### src/rtl/uart_tx_frame_serializer.sv
// UART transmit frame serializer.
// Latches one byte, its parity bit and the frame format when a request is
// accepted. It then shifts out start, data (LSB first), optional parity and
// one or two stop bits, advancing one bit per baud tick.
module uart_tx_frame_serializer (
  input  logic       clock,
  input  logic       reset_n,
  input  logic       baud_tick,
  input  logic       send,
  input  logic [7:0] reg_data,
  input  logic       parity_bit,
  input  logic [1:0] parity_type,
  input  logic       data_length,
  input  logic       stop_bits,
  output logic       data_tx,
  output logic       active_flag,
  output logic       done_flag
);

  typedef enum logic [2:0] {
    IDLE,
    ARMED,
    START,
    DATA,
    PARITY,
    STOP1,
    STOP2
  } state_t;

  state_t     r_state;
  logic [7:0] r_data;
  logic       r_parityBit;
  logic       r_parityEn;
  logic       r_len8;
  logic       r_twoStop;
  logic [2:0] r_bitCnt;
  logic       r_dataTx;
  logic       r_active;
  logic       r_done;

  logic       w_lastBit;
  logic [2:0] w_nextIdx;
  logic       w_parityEnIn;

  // Odd (01) and even (10) insert a parity bit; 00 and 11 both mean none.
  assign w_parityEnIn = parity_type[0] ^ parity_type[1];
  assign w_lastBit    = (r_bitCnt == (r_len8 ? 3'd7 : 3'd6));
  assign w_nextIdx    = r_bitCnt + 3'd1;

  assign data_tx     = r_dataTx;
  assign active_flag = r_active;
  assign done_flag   = r_done;

  // Frame sequencer: all state and the registered line/status outputs.
  always_ff @(posedge clock) begin
    if (!reset_n) begin
      r_state     <= IDLE;
      r_data      <= 8'h00;
      r_parityBit <= 1'b0;
      r_parityEn  <= 1'b0;
      r_len8      <= 1'b0;
      r_twoStop   <= 1'b0;
      r_bitCnt    <= 3'd0;
      r_dataTx    <= 1'b1;
      r_active    <= 1'b0;
      r_done      <= 1'b0;
    end else begin
      r_done <= 1'b0;
      case (r_state)
        IDLE: begin
          if (send) begin
            r_data      <= reg_data;
            r_parityBit <= parity_bit;
            r_parityEn  <= w_parityEnIn;
            r_len8      <= data_length;
            r_twoStop   <= stop_bits;
            r_bitCnt    <= 3'd0;
            r_active    <= 1'b1;
            r_state     <= ARMED;
          end
        end
        ARMED: begin
          if (baud_tick) begin
            r_dataTx <= 1'b0;
            r_state  <= START;
          end
        end
        START: begin
          if (baud_tick) begin
            r_dataTx <= r_data[0];
            r_bitCnt <= 3'd0;
            r_state  <= DATA;
          end
        end
        DATA: begin
          if (baud_tick) begin
            if (w_lastBit) begin
              if (r_parityEn) begin
                r_dataTx <= r_parityBit;
                r_state  <= PARITY;
              end else begin
                r_dataTx <= 1'b1;
                r_state  <= STOP1;
              end
            end else begin
              r_bitCnt <= w_nextIdx;
              r_dataTx <= r_data[w_nextIdx];
            end
          end
        end
        PARITY: begin
          if (baud_tick) begin
            r_dataTx <= 1'b1;
            r_state  <= STOP1;
          end
        end
        STOP1: begin
          if (baud_tick) begin
            r_dataTx <= 1'b1;
            if (r_twoStop) begin
              r_state <= STOP2;
            end else begin
              r_state  <= IDLE;
              r_active <= 1'b0;
              r_done   <= 1'b1;
              r_bitCnt <= 3'd0;
            end
          end
        end
        STOP2: begin
          if (baud_tick) begin
            r_dataTx <= 1'b1;
            r_state  <= IDLE;
            r_active <= 1'b0;
            r_done   <= 1'b1;
            r_bitCnt <= 3'd0;
          end
        end
        default: begin
          r_state  <= IDLE;
          r_dataTx <= 1'b1;
          r_active <= 1'b0;
        end
      endcase
    end
  end

endmodule
### config.mk
export PLATFORM = sky130hd
export DESIGN_NAME = uart_tx_frame_serializer
export DESIGN_NICKNAME = d
export VERILOG_FILES = /design/src/rtl/uart_tx_frame_serializer.sv
export SDC_FILE = /design/constraint.sdc
export NUM_CORES = 1
export LEC_CHECK = 0
export BUFFER_PORTS_ARGS = -buffer_cell sky130_fd_sc_hd__buf_4
export CORE_UTILIZATION = 45
export DETAILED_ROUTE_END_ITERATION = 8
export PLACE_DENSITY = 0.69
export SETUP_SLACK_MARGIN = 0.5
export SKIP_CTS_REPAIR_TIMING = 1
export SLEW_MARGIN = 25
export SYNTH_ARGS = -nofsm -noshare
export SYNTH_HDL_FRONTEND = slang
export SYNTH_SLANG_ARGS = --single-unit
export TNS_END_PERCENT = 100
### constraint.sdc
create_clock -name clock -period 1.9 [get_ports clock]
set_clock_uncertainty 0.1 [all_clocks]
set_input_delay 0 -clock clock [delete_from_list [all_inputs] [get_ports clock]]
set_output_delay 0 -clock clock [all_outputs]
set_load 0.1 [all_outputs]
==> summary.md, run 1 <==
| Metric | Value |
|---|---|
| Crit end category | `register` |
| Post-Synthesis Cells | `136` |
| Dpl cells | `178` |
| Layout cells sized above 1 | `0.2629` |
| Max Transition Viols Final | `0` |
| Num CTS Buffers | `3` |
| Min-Delay Endpoint | `data_tx` |
| CTS tree | `yes` |
| Failing checks | `hold timing` |
| Leakage Power | `0.0006099 uW` |
| Post-Route WL | `2577 um` |
| Cells on worst reg2reg path | `6` |
| Largest family of logic cells by synthesized area | `simple AND/OR/NAND/NOR gates` |
| Async set-reset flop share out of synthesis | `0` |
| RSZ-0062 raised after global routing | `true` |
| Post-route insts no fill | `203` |
| WHS Path Cells | `4` |
| GP Congestion | `0.8458` |
| Final worst path period need | `1.721 ns` |
| Placeable Area | `2276 um^2` |
| Worst VDD drop | `0.0009317 V` |
| Largest net degree at the start of global routing | `23` |
| First DRT Iteration DRCs | `18` |
| Hold Path Class | `in -> reg` |
| Area growth, synth to finish | `39.33%` |
| Die Area | `2692 um^2` |
| Worst slew margin | `0.5695` |
| Simple-gate share of the synthesized area | `0.2425` |
| Total track usage | `0.2043` |
| Share of the synthesized area in the top cell type | `0.3754` |
| Pre-CTS setup slack | `0.1800 ns` |
| EDFF count, synth | `0` |
| Achievable Freq | `581.0 MHz` |
| N_diodes | `0` |
| Starting Density | `0.4920` |
| H-tree depth | `1` |
| Compound-Gate Fraction of Synth Area | `0.2369` |
| Synthesis Warnings | `0` |
| First-pass GRT wire length | `4112 um` |
| Average wire per standard cell | `12.69 um` |
| Adder-cell share of the synthesized area | `0.01117` |
| Largest cells by area after synthesis | `dfxtp_1 38%, nand2_1 10%, a21boi_0 8.0%` |
| Initial antenna violation count | `0` |
| Worst-skew pair later-pin latency | `0.31 ns` |
| Crit path launch | `r_bitCnt[0]` |
| Status | `finished, violations left` |
| Max clock buf depth | `2` |
| Final count of negative-setup-slack endpoints | `0` |
| CP max stage delay | `0.48 ns` |
| Design area | `1560 um^2` |
| Syn Nets | `154` |
| Setup TNS | `0 ns` |
| Buf/Inv on CP | `0` |
| Vias in the first global route | `894` |
| Worst-margin pin slew | `0.6436 ns` |
| Total global routing overflow | `0` |
| Die width | `51.89 um` |
| Max Cap Viol | `0` |
| Post-Synth XOR/XNOR Area | `0.02346` |
| Nets | `194` |
| Post-route clock period utilization | `0.9059` |
| Most frequent cells in the layout | `31 x nand2_1, 25 x buf_4, 17 x dfxtp_1, 17 x dlygate4sd3_1, 12 x a21boi_0` |
| FP Rows | `17` |
| Cell Area, Placed | `1301 um^2` |
| Via-to-Cell Ratio | `5.374` |
| Port Buffer Count | `19` |
| R2R Path End | `data_tx` |
| CP max stage cell | `mux4_2` |
| Routed Antenna Nets | `0` |
| Post-synthesis sequential area ratio | `0.3754` |
| DR pass1 iterations | `6` |
| Vias | `1091` |
| Die Ht | `51.89 um` |
| Most common cell after layout, fill and taps aside | `nand2_1` |
| Final worst setup slack | `0.1788 ns` |
| Crit path max fanout | `6` |
| Syn Area/Cell | `8.234 um^2` |
| Worst setup SP type | `register` |
| Worst R2R Setup Slack | `0.18 ns` |
| Final hold vios | `1` |
| Arrival @ worst endpoint | `1.83 ns` |
| Clk sinks | `21` |
| Pwr dens | `1206 nW/um^2` |
| CTS Root Cell | `clkbuf_4` |
| Cell taking the most area after synthesis | `dfxtp_1` |
| Hold Path Origin | `reset_n` |
| Post-Syn Area | `1120 um^2` |
| Main synth FF type | `dfxtp_1` |
| DRC | `0` |
| CP delay by family, top | `multiplexers` |
| Crit Reg-Reg Startpoint | `r_bitCnt[0]` |
| WP data required | `2.00 ns` |
| Clock slew at reported path FFs | `0.12 ns` |
| Post-detail-place hpwl | `1694 um` |
| I/O pin total | `20` |
| Cell Chain, Critical Path | `ha_4 > mux4_2 > mux2i_1 > nand2_1 > o311ai_1 > a21oi_1` |
| Hold_ws | `-0.01843 ns` |
| FF+latch count, synth | `21` |
| Post-synthesis mux area share | `0.06816` |
| WS Path Type | `reg -> reg` |
| Synth unique cells | `37` |
-- state kept, by name, indices dropped and copies added (netlist names) --
signal and cells:
r_parityEn 1, active_flag 1, data_tx 1, r_parityBit 1
r_twoStop 1, r_state 3, r_data 8, done_flag 1
r_len8 1, r_bitCnt 3
-- worst register-to-register path: cells and delay by family (launching register included) --
kind / cells / cell delay, ns
mux: 2 / 0.61
flops: 1 / 0.39
fa+ha+maj: 1 / 0.28
compound gates: 2 / 0.16
simple gates: 1 / 0.07
-- metrics by stage --
stage | utilization | total power [uW]
2_1_floorplan | - | 1338
3_3_place_gp | 0.5717 | 1526
3_5_place_dp | 0.5717 | 1542
4_1_cts | 0.5838 | 1768
5_1_grt | 0.6855 | 2035
6_report | 0.6855 | 1882
-- cell families (layout without fill, tap and decap cells) --
family          count (synthesis)  in the layout
mux                             5              5
flops                          21             21
buf+inv                        11             50
simple gates                   57             57
xor+xnor                        3              3
fa+ha+maj                       1              1
compound gates                 38             38
-- area by class of cell --
type | instances | area [um^2]
clock buffer | 3 | 22.52
fill | 185 | 715.7
sequential | 21 | 430.4
timing repair buffer | 43 | 369.1
multi-input combinational | 104 | 686.9
inverter | 3 | 11.26
tap | 28 | 35.03
clock inverter | 1 | 5.005
-- cell usage after synthesis, types with 2 or more instances --
master,count
a21boi_0,12
a21oi_1,6
buf_2,5
clkbuf_1,3
dfxtp_1,21
inv_1,3
mux2i_1,2
mux4_2,2
nand2_1,31
nand2b_1,3
nand3_1,3
nor2_1,4
nor2b_1,6
nor3_1,2
o21a_1,3
o21ai_0,7
xnor2_1,3
-- metal layers --
layer  vias to the layer above  wire, um  global-route usage
met5                         -         0                   0
li1                        558         -                   -
met4                         0        50             0.09459
met2                        24      1141              0.3056
met1                       503      1281              0.2824
met3                         6       104             0.03509
-- how the worst max path moves through the flow --
stage          slack, ns      end  depth (start not counted)
2_1_floorplan       0.24  data_tx                          6
3_3_place_gp        0.21  data_tx                          6
3_5_place_dp        0.18  data_tx                          6
4_1_cts             0.16  data_tx                          6
5_1_grt             0.11  data_tx                          6
6_report            0.18  data_tx                          6
-- power breakdown --
| group | total [uW] | leakage, uW | internal (uW) | switching [uW] |
|---|---|---|---|---|
| Combinational | 929 | 0.000418 | 423 | 506 |
| Clock | 222 | 0.0000177 | 78.6 | 143 |
| Sequential | 731 | 0.000174 | 564 | 168 |
| Total | 1880 | 0.000610 | 1060 | 817 |
Note: power is estimated with default switching activity, not from simulation.
==> run 2: changes to the inputs <==
Settings changed: PLACE_DENSITY 0.69 to 0.67.
Clock period 1.9 ns to 2.2 ns, I/O delays scaled along.
==> run 2 against run 1 <==
Compared with the run above: the flow now finishes without violations; sequential share of layout area increased by 0.99 points; via count is 1.1% lower; cell count is 2.0% lower; core utilization decreased by 2.7 points; global-route usage shrank 1.3 points; setup slack improved by 0.31 ns; power decreased by 18%; critical endpoint unchanged; largest cell class unchanged.
==> summary.md, run 2 (synthesized netlist as in run 1, its figures left out) <==
| Metric | Value |
|---|---|
| Crit path max fanout | `3` |
| Most common cell after layout, fill and taps aside | `nand2_1` |
| Achievable Freq | `584.9 MHz` |
| Leakage Power | `0.0005854 uW` |
| Final worst path period need | `1.710 ns` |
| H-tree depth | `1` |
| GP Congestion | `0.8012` |
| Max Transition Viols Final | `0` |
| Die width | `51.89 um` |
| Sequential power share | `0.403` |
| Final count of negative-setup-slack endpoints | `0` |
| Num CTS Buffers | `3` |
| Vias | `1079` |
| Vias in the first global route | `855` |
| CTS Root Cell | `clkbuf_4` |
| Arrival @ worst endpoint | `1.81 ns` |
| Total global routing overflow | `0` |
| Clk sinks | `21` |
| Status | `finished clean` |
| First DRT Iteration DRCs | `11` |
| Post-Route WL | `2635 um` |
| Post-route clock period utilization | `0.7771` |
| Hold Path Class | `in -> reg` |
| Top Registers | `r_data: 8 flops, r_bitCnt: 3 flops, r_state: 3 flops` |
| Post-Route Utilization | `0.6581` |
| Total track usage | `0.1910` |
| DRC | `0` |
| Max clock buf depth | `2` |
| WP data required | `2.30 ns` |
| Clock power frac | `0.122` |
| Nets | `190` |
| Layout cells sized above 1 | `0.2222` |
| Worst VDD drop | `0.0009485 V` |
| RSZ-0062 raised after global routing | `true` |
| Worst slew margin | `0.6727` |
| Placeable Area | `2276 um^2` |
| Most frequent cells in the layout | `31 x nand2_1, 23 x buf_4, 17 x dfxtp_1, 16 x dlygate4sd3_1, 12 x a21boi_0` |
| Largest net degree at the start of global routing | `23` |
| Routed Antenna Nets | `0` |
| Switching Fraction | `0.4372` |
| Psw | `672.1 uW` |
| Worst-margin pin slew | `0.4902 ns` |
| Max reg flops | `8` |
| Final Total Pwr | `1537 uW` |
| Hold_ws | `0.01285 ns` |
| CTS tree | `yes` |
| Final worst setup slack | `0.4904 ns` |
| Area growth, synth to finish | `33.74%` |
| Final hold vios | `0` |
| Crit end category | `register` |
| Pwr dens | `1026 nW/um^2` |
| WS Path Type | `reg -> reg` |
| Pre-CTS setup slack | `0.4415 ns` |
| N_diodes | `0` |
| I/O pin total | `20` |
| Initial antenna violation count | `0` |
| Worst-skew pair later-pin latency | `0.30 ns` |
| Worst setup SP type | `register` |
| Starting Density | `0.4920` |
| Port Buffer Count | `19` |
| First-pass GRT wire length | `3808 um` |
| Int Power | `865.2 uW` |
| Max Cap Viol | `0` |
| Die Area | `2692 um^2` |
| FP Rows | `17` |
| Clock slew at reported path FFs | `0.12 ns` |
| DR pass1 iterations | `4` |
| Gate power share | `0.475` |
| Post-detail-place hpwl | `1582 um` |
| Largest reg by FF count | `r_data` |
| Average wire per standard cell | `13.24 um` |
| Die Ht | `51.89 um` |
| Via-to-Cell Ratio | `5.422` |
| Setup TNS | `0 ns` |
## run 2: cell types whose count changed in the layout (fill, tap and decap cells not counted), sizes merged
cell | previous run | this run
buf | 26 | 23
dlygate4sd3 | 17 | 16
clkbuf | 3 | 4
clkinv | 1 | 0
## run 2: power by group through the flow
| stage | registers (uW) | logic [uW] | clock network, uW |
|---|---|---|---|
| 2_1_floorplan | 650 | 502 | 0 |
| 3_3_place_gp | 621 | 682 | 0 |
| 3_5_place_dp | 622 | 691 | 0 |
| 4_1_cts | 613 | 695 | 191 |
| 5_1_grt | 637 | 813 | 204 |
| 6_report | 620 | 731 | 187 |
## run 2: layout make-up
type                       count  area (um^2)
inverter                       3        11.26
clock buffer                   4        26.28
multi-input combinational    104        664.4
tap                           28        35.03
sequential                    21        427.9
fill                         189        778.2
timing repair buffer          39        332.8
## run 2: critical path, cell delays in order (launching register included)
cell and delay, ns:
dfxtp_4 0.38, ha_4 0.27, mux4_2 0.49, mux2i_1 0.14, nand2_1 0.07, o311ai_1 0.07
a21oi_1 0.09
## run 2: path summary, 6_finish.rpt
kind | startpoint | slack (ns) | cells past startpoint | to
max | r_bitCnt[0] | 0.49 | 6 | data_tx
max reg2reg | r_bitCnt[0] | 0.49 | 6 | data_tx
min | send | 0.01 | 3 | r_state[1]
min reg2reg | r_data[6] | 0.37 | 2 | r_data[6]
## run 2: stage by stage
| step | cell area (um^2) | std cells |
|---|---|---|
| after global placement | 1290 | 177 |
| after global routing | 1498 | 199 |
| after CTS | 1316 | 181 |
| final | 1498 | 199 |
| after detailed placement | 1290 | 177 |
| after floorplan | 1134 | 136 |
## run 2: layer usage
metal	track usage	part of all wire	wire (um)
met5	0	0	0
met4	0.05405	0.0061	16
met1	0.2671	0.47	1237
met2	0.2970	0.49	1300
met3	0.03509	0.031	81
